<file path="src/rtl/ex_mem_stage.sv">
// EX/MEM pipeline register: latches execute results, owns the V/Z/N flags and resolves branches/jumps
// into a registered PC redirect. Optional branch counters under `ifdef BRANCH_STATS_EN.
module ex_mem_stage #(
  parameter int unsigned DATA_W = 16,
  parameter int unsigned REG_W  = 4
) (
  input  logic              clk,
  input  logic              rst_n,
  input  logic              stall,
  input  logic              flush_in,
  input  logic              ex_valid,
  input  logic [DATA_W-1:0] ex_alu_result,
  input  logic              ex_v,
  input  logic              ex_z,
  input  logic              ex_n,
  input  logic              ex_flag_we,
  input  logic              ex_branch,
  input  logic [2:0]        ex_cond,
  input  logic [DATA_W-1:0] ex_br_target,
  input  logic              ex_jump,
  input  logic [DATA_W-1:0] ex_jmp_target,
  input  logic [DATA_W-1:0] ex_store_data,
  input  logic              ex_mem_re,
  input  logic              ex_mem_we,
  input  logic              ex_rf_we,
  input  logic [REG_W-1:0]  ex_dst,
  input  logic              ex_halt,
  output logic              mem_valid,
  output logic [DATA_W-1:0] mem_alu_result,
  output logic [DATA_W-1:0] mem_store_data,
  output logic              mem_re,
  output logic              mem_we,
  output logic              mem_rf_we,
  output logic [REG_W-1:0]  mem_dst,
  output logic              flag_v,
  output logic              flag_z,
  output logic              flag_n,
  output logic              redirect,
  output logic [DATA_W-1:0] redirect_pc,
`ifdef BRANCH_STATS_EN
  output logic [15:0]       br_total,
  output logic [15:0]       br_taken,
`endif
  output logic              halted
);

  typedef enum logic [1:0] {
    ST_RUN    = 2'd0,
    ST_SQUASH = 2'd1,
    ST_HALTED = 2'd2
  } state_e;

  state_e state_q, state_d;

  logic              accept, cond_true, taken;
  logic              mem_valid_q, mem_valid_d;
  logic [DATA_W-1:0] alu_q, alu_d, store_q, store_d, rpc_q, rpc_d;
  logic              re_q, re_d, we_q, we_d, rfwe_q, rfwe_d;
  logic [REG_W-1:0]  dst_q, dst_d;
  logic              v_q, v_d, z_q, z_d, n_q, n_d;

  // Branch conditions evaluate against the architectural (registered) flags
  always_comb begin
    cond_true = 1'b0;
    unique case (ex_cond)
      3'b000:  cond_true = ~z_q;
      3'b001:  cond_true = z_q;
      3'b010:  cond_true = ~z_q & ~n_q;
      3'b011:  cond_true = n_q;
      3'b100:  cond_true = z_q | ~n_q;
      3'b101:  cond_true = z_q | n_q;
      3'b110:  cond_true = v_q;
      default: cond_true = 1'b1;
    endcase
    accept = ex_valid & ~stall & ~flush_in & (state_q == ST_RUN);
    taken  = accept & (ex_jump | (ex_branch & cond_true));
  end

  always_ff @(posedge clk or negedge rst_n) begin
    if (!rst_n) state_q <= ST_RUN;
    else        state_q <= state_d;
  end

  // Halt takes priority over a taken branch in the same instruction
  always_comb begin
    state_d = state_q;
    unique case (state_q)
      ST_RUN: begin
        if (accept && ex_halt) state_d = ST_HALTED;
        else if (taken)        state_d = ST_SQUASH;
      end
      ST_SQUASH: if (!stall) state_d = ST_RUN;
      ST_HALTED: state_d = ST_HALTED;
      default:   state_d = ST_RUN;
    endcase
  end

  always_comb begin
    redirect = (state_q == ST_SQUASH);
    halted   = (state_q == ST_HALTED);
  end

  always_comb begin
    mem_valid_d = mem_valid_q;
    re_d        = re_q;
    we_d        = we_q;
    rfwe_d      = rfwe_q;
    alu_d       = alu_q;
    store_d     = store_q;
    dst_d       = dst_q;
    v_d         = v_q;
    z_d         = z_q;
    n_d         = n_q;
    rpc_d       = rpc_q;
    if (!stall) begin
      mem_valid_d = accept;
      re_d        = accept & ex_mem_re;
      we_d        = accept & ex_mem_we;
      rfwe_d      = accept & ex_rf_we;
    end
    if (accept) begin
      alu_d   = ex_alu_result;
      store_d = ex_store_data;
      dst_d   = ex_dst;
      if (ex_flag_we) begin
        v_d = ex_v;
        z_d = ex_z;
        n_d = ex_n;
      end
    end
    if (taken && !ex_halt) rpc_d = ex_jump ? ex_jmp_target : ex_br_target;
  end

  always_ff @(posedge clk or negedge rst_n) begin
    if (!rst_n) begin
      mem_valid_q <= 1'b0;
      re_q        <= 1'b0;
      we_q        <= 1'b0;
      rfwe_q      <= 1'b0;
      alu_q       <= '0;
      store_q     <= '0;
      dst_q       <= '0;
      v_q         <= 1'b0;
      z_q         <= 1'b0;
      n_q         <= 1'b0;
      rpc_q       <= '0;
    end else begin
      mem_valid_q <= mem_valid_d;
      re_q        <= re_d;
      we_q        <= we_d;
      rfwe_q      <= rfwe_d;
      alu_q       <= alu_d;
      store_q     <= store_d;
      dst_q       <= dst_d;
      v_q         <= v_d;
      z_q         <= z_d;
      n_q         <= n_d;
      rpc_q       <= rpc_d;
    end
  end

  assign mem_valid      = mem_valid_q;
  assign mem_alu_result = alu_q;
  assign mem_store_data = store_q;
  assign mem_re         = re_q;
  assign mem_we         = we_q;
  assign mem_rf_we      = rfwe_q;
  assign mem_dst        = dst_q;
  assign flag_v         = v_q;
  assign flag_z         = z_q;
  assign flag_n         = n_q;
  assign redirect_pc    = rpc_q;

`ifdef BRANCH_STATS_EN
  logic [15:0] br_total_q, br_total_d, br_taken_q, br_taken_d;

  // Saturating counters; accept is already 0 under stall so they hold
  always_comb begin
    br_total_d = br_total_q;
    br_taken_d = br_taken_q;
    if (accept && (ex_branch || ex_jump) && br_total_q != 16'hFFFF)
      br_total_d = 16'(br_total_q + 16'd1);
    if (taken && br_taken_q != 16'hFFFF)
      br_taken_d = 16'(br_taken_q + 16'd1);
  end

  always_ff @(posedge clk or negedge rst_n) begin
    if (!rst_n) begin
      br_total_q <= '0;
      br_taken_q <= '0;
    end else begin
      br_total_q <= br_total_d;
      br_taken_q <= br_taken_d;
    end
  end

  assign br_total = br_total_q;
  assign br_taken = br_taken_q;
`endif

endmodule

</file>
<file path="config.mk">
export PLATFORM = sky130hd
export DESIGN_NAME = ex_mem_stage
export DESIGN_NICKNAME = d
export VERILOG_FILES = /design/src/rtl/ex_mem_stage.sv
export SDC_FILE = /design/constraint.sdc
export NUM_CORES = 1
export LEC_CHECK = 0
export ABC_AREA = 1
export CAP_MARGIN = 15
export CORE_AREA = 4 4 139 87
export CTS_BUF_LIST = sky130_fd_sc_hd__clkbuf_2 sky130_fd_sc_hd__clkbuf_4 sky130_fd_sc_hd__clkbuf_8
export DETAILED_ROUTE_END_ITERATION = 6
export DIE_AREA = 0 0 143 91
export GPL_TIMING_DRIVEN = 0
export PLACE_DENSITY = 0.66
export SLEW_MARGIN = 20
export SYNTH_ARGS = -nofsm -noshare
export SYNTH_HDL_FRONTEND = slang
export SYNTH_SLANG_ARGS = --single-unit
</file>
<file path="constraint.sdc">
create_clock -name clk -period 3.3 [get_ports clk]
set_input_delay 0.495 -clock clk [delete_from_list [all_inputs] [get_ports clk]]
set_output_delay 0.495 -clock clk [all_outputs]
set_load 0.01 [all_outputs]
</file>
Word level (Yosys, flattened, before mapping)
Index checks and enable logic that the tools add are counted.
W data, S select, Z words.
{"block": "op_classes", "eq_ne": 10, "n_mux": 6, "n_bitwise": 16, "reduce_logical": 7}
{"operator": "$mux W16", "count": 1}
{"operator": "$and A1 B1 Y1", "count": 9}
{"operator": "$eq A3 B3 Y1 const B", "count": 3}
{"operator": "$pmux W1 S7", "count": 1}
{"operator": "$eq A3 B2 Y1 const B", "count": 2}
{"operator": "$mux W2", "count": 3}
{"operator": "$pmux W2 S3", "count": 1}
{"operator": "$not A1 Y1", "count": 4}
{"operator": "$reduce_and A2 Y1", "count": 2}
{"operator": "$eq A3 B1 Y1 const B", "count": 1}
{"operator": "$logic_not A3 Y1", "count": 1}
{"operator": "$ne A3 B2 Y1 const B", "count": 1}
{"operator": "$or A1 B1 Y1", "count": 3}
{"operator": "$eq A2 B1 Y1 const B", "count": 1}
{"operator": "$eq A2 B2 Y1 const B", "count": 1}
{"operator": "$logic_and A1 B1 Y1", "count": 2}
{"operator": "$logic_not A2 Y1", "count": 1}
{"operator": "$ne A2 B2 Y1 const B", "count": 1}
{"operator": "$logic_not A1 Y1", "count": 1}
{"block": "totals", "register_bits": 61, "inputBits": 86, "out_inout_bits": 61, "word_cells": 51}

Depth between registers and ports, before layout
Gate-level depths: netlist of the first run.
{"block": "depth", "word_depth": 9, "ltp_mapped": 10, "depth_no_buf": 9}

Worst setup path after synthesis of the first run
OpenSTA, ideal clock, no wires.
{"block": "synth_path", "path_type": "input to register", "start": "input ex_cond[2]", "end": "register rpc_q[0] (netlist: redirect_pc[0])", "setup_ns": 0.117, "arrival_time_ns": 1.267, "required_ns": 3.183, "setup_slack_ns": 1.916, "path_stages": 10, "n_path_buf": 1, "cell_sequence": "inv_1 a21oi_1 nand2_1 nand2_1 nand3_1 nand2_2 nand3_4 buf_6 nand2_1 nand2_1"}
{"block": "synth_between", "elab_chain_cells": 6, "elab_cells_between_ends": 12, "cone_classes": "eq/ne (6); mux (1); bitwise (3); reduce/logical (2)"}
{"item": "start: declaration", "line_no": "18", "text": "input logic [2:0] ex_cond,"}
{"item": "$eq A3 B3 Y1 (tied with other cells)", "line_no": "65", "text": "unique case (ex_cond)"}
{"item": "$pmux W1 S7 *", "line_no": "65"}
{"item": "$and A1 B1 Y1 *", "line_no": "76", "text": "taken = accept & (ex_jump | (ex_branch & cond_true));"}
{"item": "$or A1 B1 Y1 *", "line_no": "76"}
{"item": "$and A1 B1 Y1 *", "line_no": "76"}
{"item": "$logic_and A1 B1 Y1 *", "line_no": "131", "text": "if (taken && !ex_halt) rpc_d = ex_jump ? ex_jmp_target : ex_br_target;"}
{"item": "end signal: assignment", "line_no": "158", "text": "rpc_q <= rpc_d;"}
{"item": "end: declaration", "line_no": "57", "text": "logic [DATA_W-1:0] alu_q, alu_d, store_q, store_d, rpc_q, rpc_d;"}
Every way passes the cells marked *; elsewhere a longest branch is shown, timed or not.
A chain may end at the register's enable or synchronous reset.

Final worst setup path of the first run
{"block": "layout_path", "start": "register state_q[0]", "end": "output redirect"}
{"block": "layout_between", "elab_chain_cells": 1}
{"item": "start: declaration", "line_no": "53", "text": "state_e state_q, state_d;"}
{"item": "start signal: assignment", "line_no": "81", "text": "else state_q <= state_d;"}
{"item": "$eq A2 B1 Y1", "line_no": "99", "text": "redirect = (state_q == ST_SQUASH);"}
{"item": "end: declaration", "line_no": "38", "text": "output logic redirect,"}
Every way passes these cells.

==> results.yml, run 1 <==
timing:
  hold_violations: 0
  period_share_pct: 59.30
  finalMaxSlewViolations: 0
  setup-tns-final_ns: 0
  worst_pin_slew_ns: 0.5087
  finalSetupViolCount: 0
  fin_worst_skew_ns: 0.01032
  fmax_mhz: 511.0
  relSlewSlack_pct: 66.09
  setup_slack_ns: 1.343
  rsz0062_at_grt: "no"
  min_period_ns: 1.957
finish:
  fillers: 1025
  final_util_pct: 42.64
  num-nets-final: 569
  final_common_cell: "nand2_1"
  fin_cells: 627
  antenna_cells: 0
  mostFrequentLayoutCells: "nand2_1 (200), clkdlybuf4s50_1 (144), dfrtp_1 (61)"
  area_delta_synth_final_pct: 70.33
  drive_gt1_share_pct: 7.787
clock_network:
  post_cts_resized: 0
  cts_hold_buf: 0
  cts.sinks: 61
  clk_pin_slew_ns: 0.08
  cts_setup_buffers: 0
  cts_root_buf: "clkbuf_8"
  insertion_delay_ns: 0.33
  clk_path_buf_depth: 2
  cts_htree_levels: 3
  cts_buffers: 9
  cts_tree: "yes"
route:
  postRouteAntennaNets: 0
  drt_pass1_iterations: 4
  routedWlPerCell_um: 13.48
  route.detailed.drc: 0
  dr_total_vias: 2643
  drt-initial-drc-count: 91
  routed_wirelength_mm: 8.450
  viasPerCell: 4.215
global_route:
  grt_max_degree: 39
  grt_pass1_wl_mm: 13.74
  track_usage_pct: 13.19
  antenna_found_initial: 0
  grt-ovfl-total: 0
  first_global_vias: 2748
die:
  start_util_pct: 25.03
  chipWidth_um: 143
  rows: 29
  dieArea_mm2: 0.01301
  die_h_um: 91
  ios: 147
  coreArea_mm2: 0.01063
placement:
  gp_congestion: 0.7617
  placed_cells: 611
  hpwl_mm: 6.593
  place_ws_ns: 1.053
  port-buffer-count: 145
logic_synthesis:
  ys_seq_elements: 61
  ys_seq_area_share_pct: 57.36
  syn_avg_cell_area_um2: 8.164
  synth_nets: 412
  synth_cell_type_count: 18
  syn_inst: 326
  synth_warnings: 0
  synth_area_mm2: 0.002661
setup_path:
  cp_slowest_cell: "clkdlybuf4s50_1"
  critPathMaxFanout: 3
  cpPeakStageDelay_ns: 0.58
  crit_arrival_ns: 1.46
  endpoint_kind: "output port"
  start_kind: "flip-flop"
  r2r_start: "flag_z$_DFFE_PN0P_"
  crit_chain: "inv_1, nor2_1, clkdlybuf4s50_1"
  critPathTopFamily: "buffers and inverters"
  critPathBufInv: 2
  cp.required_ns: 2.80
  path_class: "flip-flop to output port"
  crit_start: "state_q[0]$_DFFE_PN0P_"
power:
  power_mw: 1.672
  power-per-cell-area_mw_per_mm2: 368.9
  ir_drop_mv: 0.2069
  p_leak_nw: 2.276
worst_hold_path:
  hp-class: "input port to async pin"
run_status:
  run_status: "finished clean"
job:
  cap_violations: 0
## routing by layer
layer	global-route usage, %	vias to the layer above	share of wire, %
met1	17.55	1216	48
met5	0	-	0
met3	5.459	9	8.8
li1	-	1332	-
met4	3.244	0	1.0
met2	20.04	86	42
## synthesized netlist by cell type, drive strengths merged
cell type | number | area [µm²]
inv | 8 | 30.03
buf | 14 | 98.84
o22ai | 1 | 6.260
clkbuf | 2 | 7.510
nand2 | 202 | 763.2
nor3b | 1 | 12.51
dfrtp | 61 | 1526
nand4 | 16 | 100.1
nand3 | 3 | 27.53
clkinv | 1 | 3.750
nor2 | 9 | 33.78
a21oi | 5 | 25.02
a22o | 3 | 26.28
## worst reg2reg max path, stage by stage (launching register included)
cell and delay, ns:
dfrtp_1 0.39, inv_1 0.07, nor2_1 0.09, nor2_1 0.05, nand2_1 0.06, nand3_1 0.10
nand2_2 0.18, nand3_4 0.15, buf_6 0.18, nand2_1 0.06, nand2_1 0.04
## through the flow
stage | hold slack (ns) | instance area (µm²)
after CTS | 0.05112 | 4533
after floorplan | 0.1994 | 2661
final | 0.06054 | 4533
after global placement | 0.4556 | 4287
after global routing | 0.06083 | 4533
after detailed placement | 0.4281 | 4304
## where the power goes
| group | switching, mW | internal [mW] |
|---|---|---|
| combinational | 0.0591 | 0.101 |
| clock | 0.292 | 0.473 |
| sequential | 0 | 0.747 |
| total | 0.351 | 1.32 |
## layout make-up
class / count / area [µm²] / area share (%)
Buffer: 16 / 106.4 / 2.346
Clock buffer: 12 / 158.9 / 3.505
Clock inverter: 4 / 70.07 / 1.546
Inverter: 9 / 33.78 / 0.7452
Multi-Input combinational cell: 240 / 994.7 / 21.94
Sequential cell: 61 / 1526 / 33.67
Tap cell: 139 / 173.9 / 3.837
Timing Repair Buffer: 146 / 1469 / 32.40
## worst paths after layout
path,to,slack [ns],cells after the start
worst max-delay path,redirect,1.34,3
worst min-delay path,mem_alu_result[13]$_DFFE_PN0P_,0.06,1
worst max register to register,redirect_pc[6]$_DFFE_PN0P_,1.82,10
worst min register to register,redirect_pc[13]$_DFFE_PN0P_,0.47,2
max in group asynchronous,mem_store_data[0]$_DFFE_PN0P_,2.72,2
min in group clk,redirect_pc[13]$_DFFE_PN0P_,0.47,2
## cell families after synthesis
logic type,count (synthesis),synth area share (%)
flip-flops,61,57.36
buffers and inverters,25,5.265
AO/OA/AOI/OAI,9,2.163
AND/OR/NAND/NOR,231,35.21
## sequential cells by signal, indices dropped and copies added, names as in the netlist, 2 cells and up
signal	flops
redirect_pc	16
mem_dst	4
state_q	2
mem_alu_result	16
mem_store_data	16
Power figures use the tool's default switching activity.
==> run 2: changes to the inputs <==
--- a/config.mk
+++ b/config.mk
@@ -12,7 +12,7 @@
 export DETAILED_ROUTE_END_ITERATION = 6
 export DIE_AREA = 0 0 143 91
 export GPL_TIMING_DRIVEN = 0
-export PLACE_DENSITY = 0.66
+export PLACE_DENSITY = 0.68
 export SLEW_MARGIN = 20
 export SYNTH_ARGS = -nofsm -noshare
 export SYNTH_HDL_FRONTEND = slang
==> constraint.sdc (replaced) <==
create_clock -name clk -period 1.75 [get_ports clk]
set_input_delay 0.2625 -clock clk [delete_from_list [all_inputs] [get_ports clk]]
set_output_delay 0.2625 -clock clk [all_outputs]
set_load 0.01 [all_outputs]
==> run 2 against run 1 <==
  * Total power up 96%
  * Clock power increased by 100%
  * Worst setup slack worse by 1.3 ns
  * Register-to-register slack worse by 1.6 ns
  * Flip-flop and latch count unchanged
  * Via count shrank 1.9%
  * Clock skew shrank 0.0040 ns
  * Non-clock buffer count rose by 1
  * First-iteration DRC count grew 27%
  * Combinational power increased by 89%
  * Sequential share of layout area down 0.20 points
  * Critical path type unchanged
  * Largest cell class unchanged
  * Largest power group unchanged
==> results.yml, run 2 (same netlist as run 1, synthesis figures left out) <==
setup_path:
  crit_arrival_ns: 1.40
  cp_slowest_cell: "clkdlybuf4s50_1"
  ff2ff_setup_slack_ns: 0.27
  endpoint_kind: "output port"
  critPathMaxFanout: 3
  path_class: "flip-flop to output port"
  start_kind: "flip-flop"
  cpPeakStageDelay_ns: 0.56
  cp.required_ns: 1.49
  r2r_cells: 10
  crit_chain: "inv_1, nor2_1, clkdlybuf4s50_1"
placement:
  hpwl_mm: 6.499
  dpl_cell_area_mm2: 0.004304
  gp_congestion: 0.8066
  port-buffer-count: 145
finish:
  fillers: 1016
  seqCellArea_mm2: 0.001526
  final_util_pct: 42.90
  multi_input_area_um2: 994.7
  final_common_cell: "nand2_1"
  antenna_cells: 0
  design_area_mm2: 0.004561
  drive_gt1_share_pct: 7.771
  num-nets-final: 570
  area_delta_synth_final_pct: 71.37
  mostFrequentLayoutCells: "nand2_1 (200), clkdlybuf4s50_1 (143), dfrtp_1 (61)"
clock_network:
  cts_htree_levels: 3
  cts_buffers: 9
  cts.sinks: 61
  clk_pin_slew_ns: 0.07
  cts_tree: "yes"
  cts_setup_buffers: 0
  insertion_delay_ns: 0.34
  cts_root_buf: "clkbuf_8"
  clk_path_buf_depth: 2
global_route:
  grt_max_degree: 42
  grt_util_met2_pct: 19.96
  first_global_vias: 2722
  antenna_found_initial: 0
  grt_use_met1_pct: 17.58
  grt_pass1_wl_mm: 13.68
  grt.met3_usage_pct: 5.984
  grt_most_used_layer: "met2"
  track_usage_pct: 13.24
  grt-ovfl-total: 0
timing:
  worst_pin_slew_ns: 0.5064
  period_share_pct: 94.89
  rsz0062_at_grt: "no"
  finalSetupViolCount: 0
  hold_violations: 0
  finalMaxSlewViolations: 0
  fmax_mhz: 602.2
  setup-tns-final_ns: 0
  min_period_ns: 1.661
  relSlewSlack_pct: 66.24
  fin_worst_skew_ns: 0.006299
die:
  start_util_pct: 25.03
  rows: 29
  chipWidth_um: 143
  die_h_um: 91
  ios: 147
  dieArea_mm2: 0.01301
  coreArea_mm2: 0.01063
route:
  dr_total_vias: 2594
  routedWlPerCell_um: 13.48
  drt-initial-drc-count: 116
  route.detailed.drc: 0
  viasPerCell: 4.131
  drt_pass1_iterations: 4
  postRouteAntennaNets: 0
  routed_wirelength_mm: 8.467
power:
  power-per-cell-area_mw_per_mm2: 717.4
  power_mw: 3.272
  p_leak_nw: 2.293
  ir_drop_mv: 0.4256
worst_hold_path:
  hp-class: "input port to async pin"
job:
  cap_violations: 0
run_status:
  run_status: "finished clean"
[run 2: path summary, 6_finish.rpt]
check	from	endpoint
setup / recovery	state_q[1]$_DFFE_PN0P_	halted
hold / removal	rst_n	mem_alu_result[2]$_DFFE_PN0P_
setup reg to reg	flag_z$_DFFE_PN0P_	redirect_pc[5]$_DFFE_PN0P_
hold reg to reg	redirect_pc[13]$_DFFE_PN0P_	redirect_pc[13]$_DFFE_PN0P_
max in group asynchronous	rst_n	mem_store_data[4]$_DFFE_PN0P_
min in group clk	ex_jump	redirect_pc[9]$_DFFE_PN0P_
[run 2: what timing repair did]
action | CTS | global route
gates resized for setup | 1 | 0
setup endpoints to repair | 1 | 0
endpoints found under the hold margin | 20 | 0
hold buffers | 1 | 0
[run 2: per-stage QoR]
stage | hold WS [ns] | std cells | worst slack, ns
after CTS | 0.3309 | 628 | 0.03896
final | 0.3525 | 628 | 0.08942
after global routing | 0.3742 | 628 | 0.00004197
after floorplan | -0.03309 | 326 | 0.4242
after detailed placement | 0.1715 | 611 | -0.2347
after global placement | 0.4551 | 610 | -1.589
[run 2: report_power, final]
group | total, mW | switching [mW] | internal, mW
registers | 1.41 | 0 | 1.41
logic | 0.303 | 0.112 | 0.191
clock network | 1.56 | 0.543 | 1.02
[run 2: cell type report]
class,instances,share of cell area [%]
flip-flops and latches,61,33.47
repair buffers,147,32.40
multi-input cells,240,21.81
well taps,139,3.813
clock buffers,12,3.347
plain buffers,16,2.332
clock inverters,4,2.085
inverters,9,0.7407
[run 2: metal layers]
layer  vias to the layer above  wire length, µm
met5                         -                0
met4                         0               53
met3                         7              866
met2                        99             3595
met1                      1158             3952
li1                       1330                -
[run 2: critical path, delay by kind of cell (launching register included)]
kind	cells	cell delay, ns
and+or+nand+nor	1	0.09
DFF	1	0.35
buffers and inverters	2	0.63
==> run 3: changes to the inputs <==
--- a/config.mk
+++ b/config.mk
@@ -9,10 +9,11 @@
 export CAP_MARGIN = 15
 export CORE_AREA = 4 4 139 87
 export CTS_BUF_LIST = sky130_fd_sc_hd__clkbuf_2 sky130_fd_sc_hd__clkbuf_4 sky130_fd_sc_hd__clkbuf_8
+export CTS_CLUSTER_SIZE = 14
 export DETAILED_ROUTE_END_ITERATION = 6
 export DIE_AREA = 0 0 143 91
 export GPL_TIMING_DRIVEN = 0
-export PLACE_DENSITY = 0.68
+export PLACE_DENSITY_LB_ADDON = 0.12
 export SLEW_MARGIN = 20
 export SYNTH_ARGS = -nofsm -noshare
 export SYNTH_HDL_FRONTEND = slang
==> run 3 against run 2 <==
  * Via count up 0.31%
  * Clock skew increased by 0.0022 ns
  * Maximum frequency rose by 6.6%
  * Utilization down 0.26 points
  * Non-clock buffer count unchanged
  * Sequential power about the same
  * Critical path depth decreased by 2
  * Global-route usage grew 0.28 points
  * Critical endpoint is now flag_z
  * Largest power group is now sequential cells
==> results.yml, run 3 (same netlist as run 1, synthesis figures left out) <==
run_status:
  run_status: "finished clean"
route:
  postRouteAntennaNets: 0
  drt_pass1_iterations: 5
  routedWlPerCell_um: 13.96
  dr_total_vias: 2602
  routed_wirelength_mm: 8.751
  route.detailed.drc: 0
  viasPerCell: 4.150
  drt-initial-drc-count: 100
timing:
  relSlewSlack_pct: 67.60
  worst_pin_slew_ns: 0.4861
  finalSetupViolCount: 0
  hold_violations: 0
  min_period_ns: 1.558
  fin_worst_skew_ns: 0.008497
  finalHoldWorstSlack_ns: 0.3615
  rsz0062_at_grt: "no"
  setup_slack_ns: 0.1925
  period_share_pct: 89.00
  fmax_mhz: 642.0
  finalMaxSlewViolations: 0
power:
  p_leak_nw: 2.274
  power-per-cell-area_mw_per_mm2: 686.0
  ir_drop_mv: 0.3131
setup_path:
  cp.required_ns: 1.49
  critPathTopFamily: "buffers and inverters"
  reg2reg_to: "redirect_pc[3]$_DFFE_PN0P_"
  r2r_cells: 10
  path_class: "flip-flop to output port"
  endpoint_kind: "output port"
  cp_slowest_cell: "clkdlybuf4s50_1"
  cpPeakStageDelay_ns: 0.56
  path_depth: 1
  start_kind: "flip-flop"
  critPathMaxFanout: 4
  cp-endpoint: "flag_z"
  r2r_start: "flag_z$_DFFE_PN0P_"
  critPathBufInv: 1
  crit_arrival_ns: 1.30
  ff2ff_setup_slack_ns: 0.26
  crit_chain: "clkdlybuf4s50_1"
  crit_start: "flag_z$_DFFE_PN0P_"
finish:
  fin_cells: 627
  num-nets-final: 570
  antenna_cells: 0
  final_common_cell: "nand2_1"
  drive_gt1_share_pct: 7.582
  final_util_pct: 42.64
  area_delta_synth_final_pct: 70.33
  fillers: 1063
  mostFrequentLayoutCells: "nand2_1 (200), clkdlybuf4s50_1 (142), dfrtp_1 (61)"
placement:
  hpwl_mm: 6.580
  place_ws_ns: -0.1594
  gp_congestion: 0.7520
  placed_cells: 611
  port-buffer-count: 145
die:
  coreArea_mm2: 0.01063
  dieArea_mm2: 0.01301
  ios: 147
  chipWidth_um: 143
  rows: 29
  die_h_um: 91
  start_util_pct: 25.03
clock_network:
  clk_path_buf_depth: 2
  cts_tree: "yes"
  cts_root_buf: "clkbuf_8"
  cts_setup_buffers: 0
  clk_pin_slew_ns: 0.07
  cts_buffers: 9
  insertion_delay_ns: 0.34
  cts.sinks: 61
  cts_htree_levels: 3
global_route:
  antenna_found_initial: 0
  grt_max_degree: 32
  track_usage_pct: 13.52
  grt_pass1_wl_mm: 13.86
  first_global_vias: 2621
  grt-ovfl-total: 0
worst_hold_path:
  holdCritStartpoint: "ex_jump"
  hp-class: "input port to flip-flop"
job:
  cap_violations: 0
[run 3: area by class of cell]
| type | instances | area, µm² | share of cell area (%) |
|---|---|---|---|
| Buffer | 16 | 106.4 | 2.346 |
| Clock buffer | 11 | 145.1 | 3.202 |
| Clock inverter | 4 | 72.57 | 1.601 |
| Inverter | 9 | 33.78 | 0.7452 |
| Multi-Input combinational cell | 240 | 994.7 | 21.94 |
| Sequential cell | 61 | 1526 | 33.67 |
| Tap cell | 139 | 173.9 | 3.837 |
| Timing Repair Buffer | 147 | 1480 | 32.65 |
[run 3: metal layers]
layer  part of all wire, %  vias to the layer above  GRT usage (%)
met5                     0                        -              0
met4                  0.81                        0          3.323
met3                    12                        8          6.509
met2                    38                      105          18.05
met1                    50                     1161          19.50
li1                      -                     1328              -
[run 3: worst min path at each step]
stage / end / slack [ns] / depth (start not counted)
detailed placement: mem_alu_result[3]$_DFFE_PN0P_ / 0.24 / 1
floorplan: flag_n$_DFFE_PN0P_ / -0.03 / 0
finish: redirect_pc[14]$_DFFE_PN0P_ / 0.36 / 5
CTS: redirect_pc[14]$_DFFE_PN0P_ / 0.34 / 5
global route: redirect_pc[14]$_DFFE_PN0P_ / 0.37 / 5
global placement: redirect_pc[5]$_DFFE_PN0P_ / 0.46 / 2
[run 3: repair_timing]
action | CTS | global route
endpoints found under the hold margin | 30 | 0
setup endpoints to repair | 1 | 1
gates cloned | 0 | 0
gates resized for setup | 1 | 1
hold buffers | 1 | 0
[run 3: per-stage QoR]
stage / cell area (µm²) / power, mW / TNS [ns]
2_1_floorplan: 2661 / 1.496 / 0
3_3_place_gp: 4287 / 1.736 / -116.43
3_5_place_dp: 4304 / 1.742 / -7.273
4_1_cts: 4531 / 3.178 / 0
5_1_grt: 4533 / 3.271 / 0
6_report: 4533 / 3.109 / 0
[run 3: where the power goes]
group          internal (mW)  total (mW)  switching [mW]
registers               1.41        1.41               0
clock network          0.847        1.39           0.548
logic                  0.191       0.306           0.114
total                   2.45        3.11           0.662
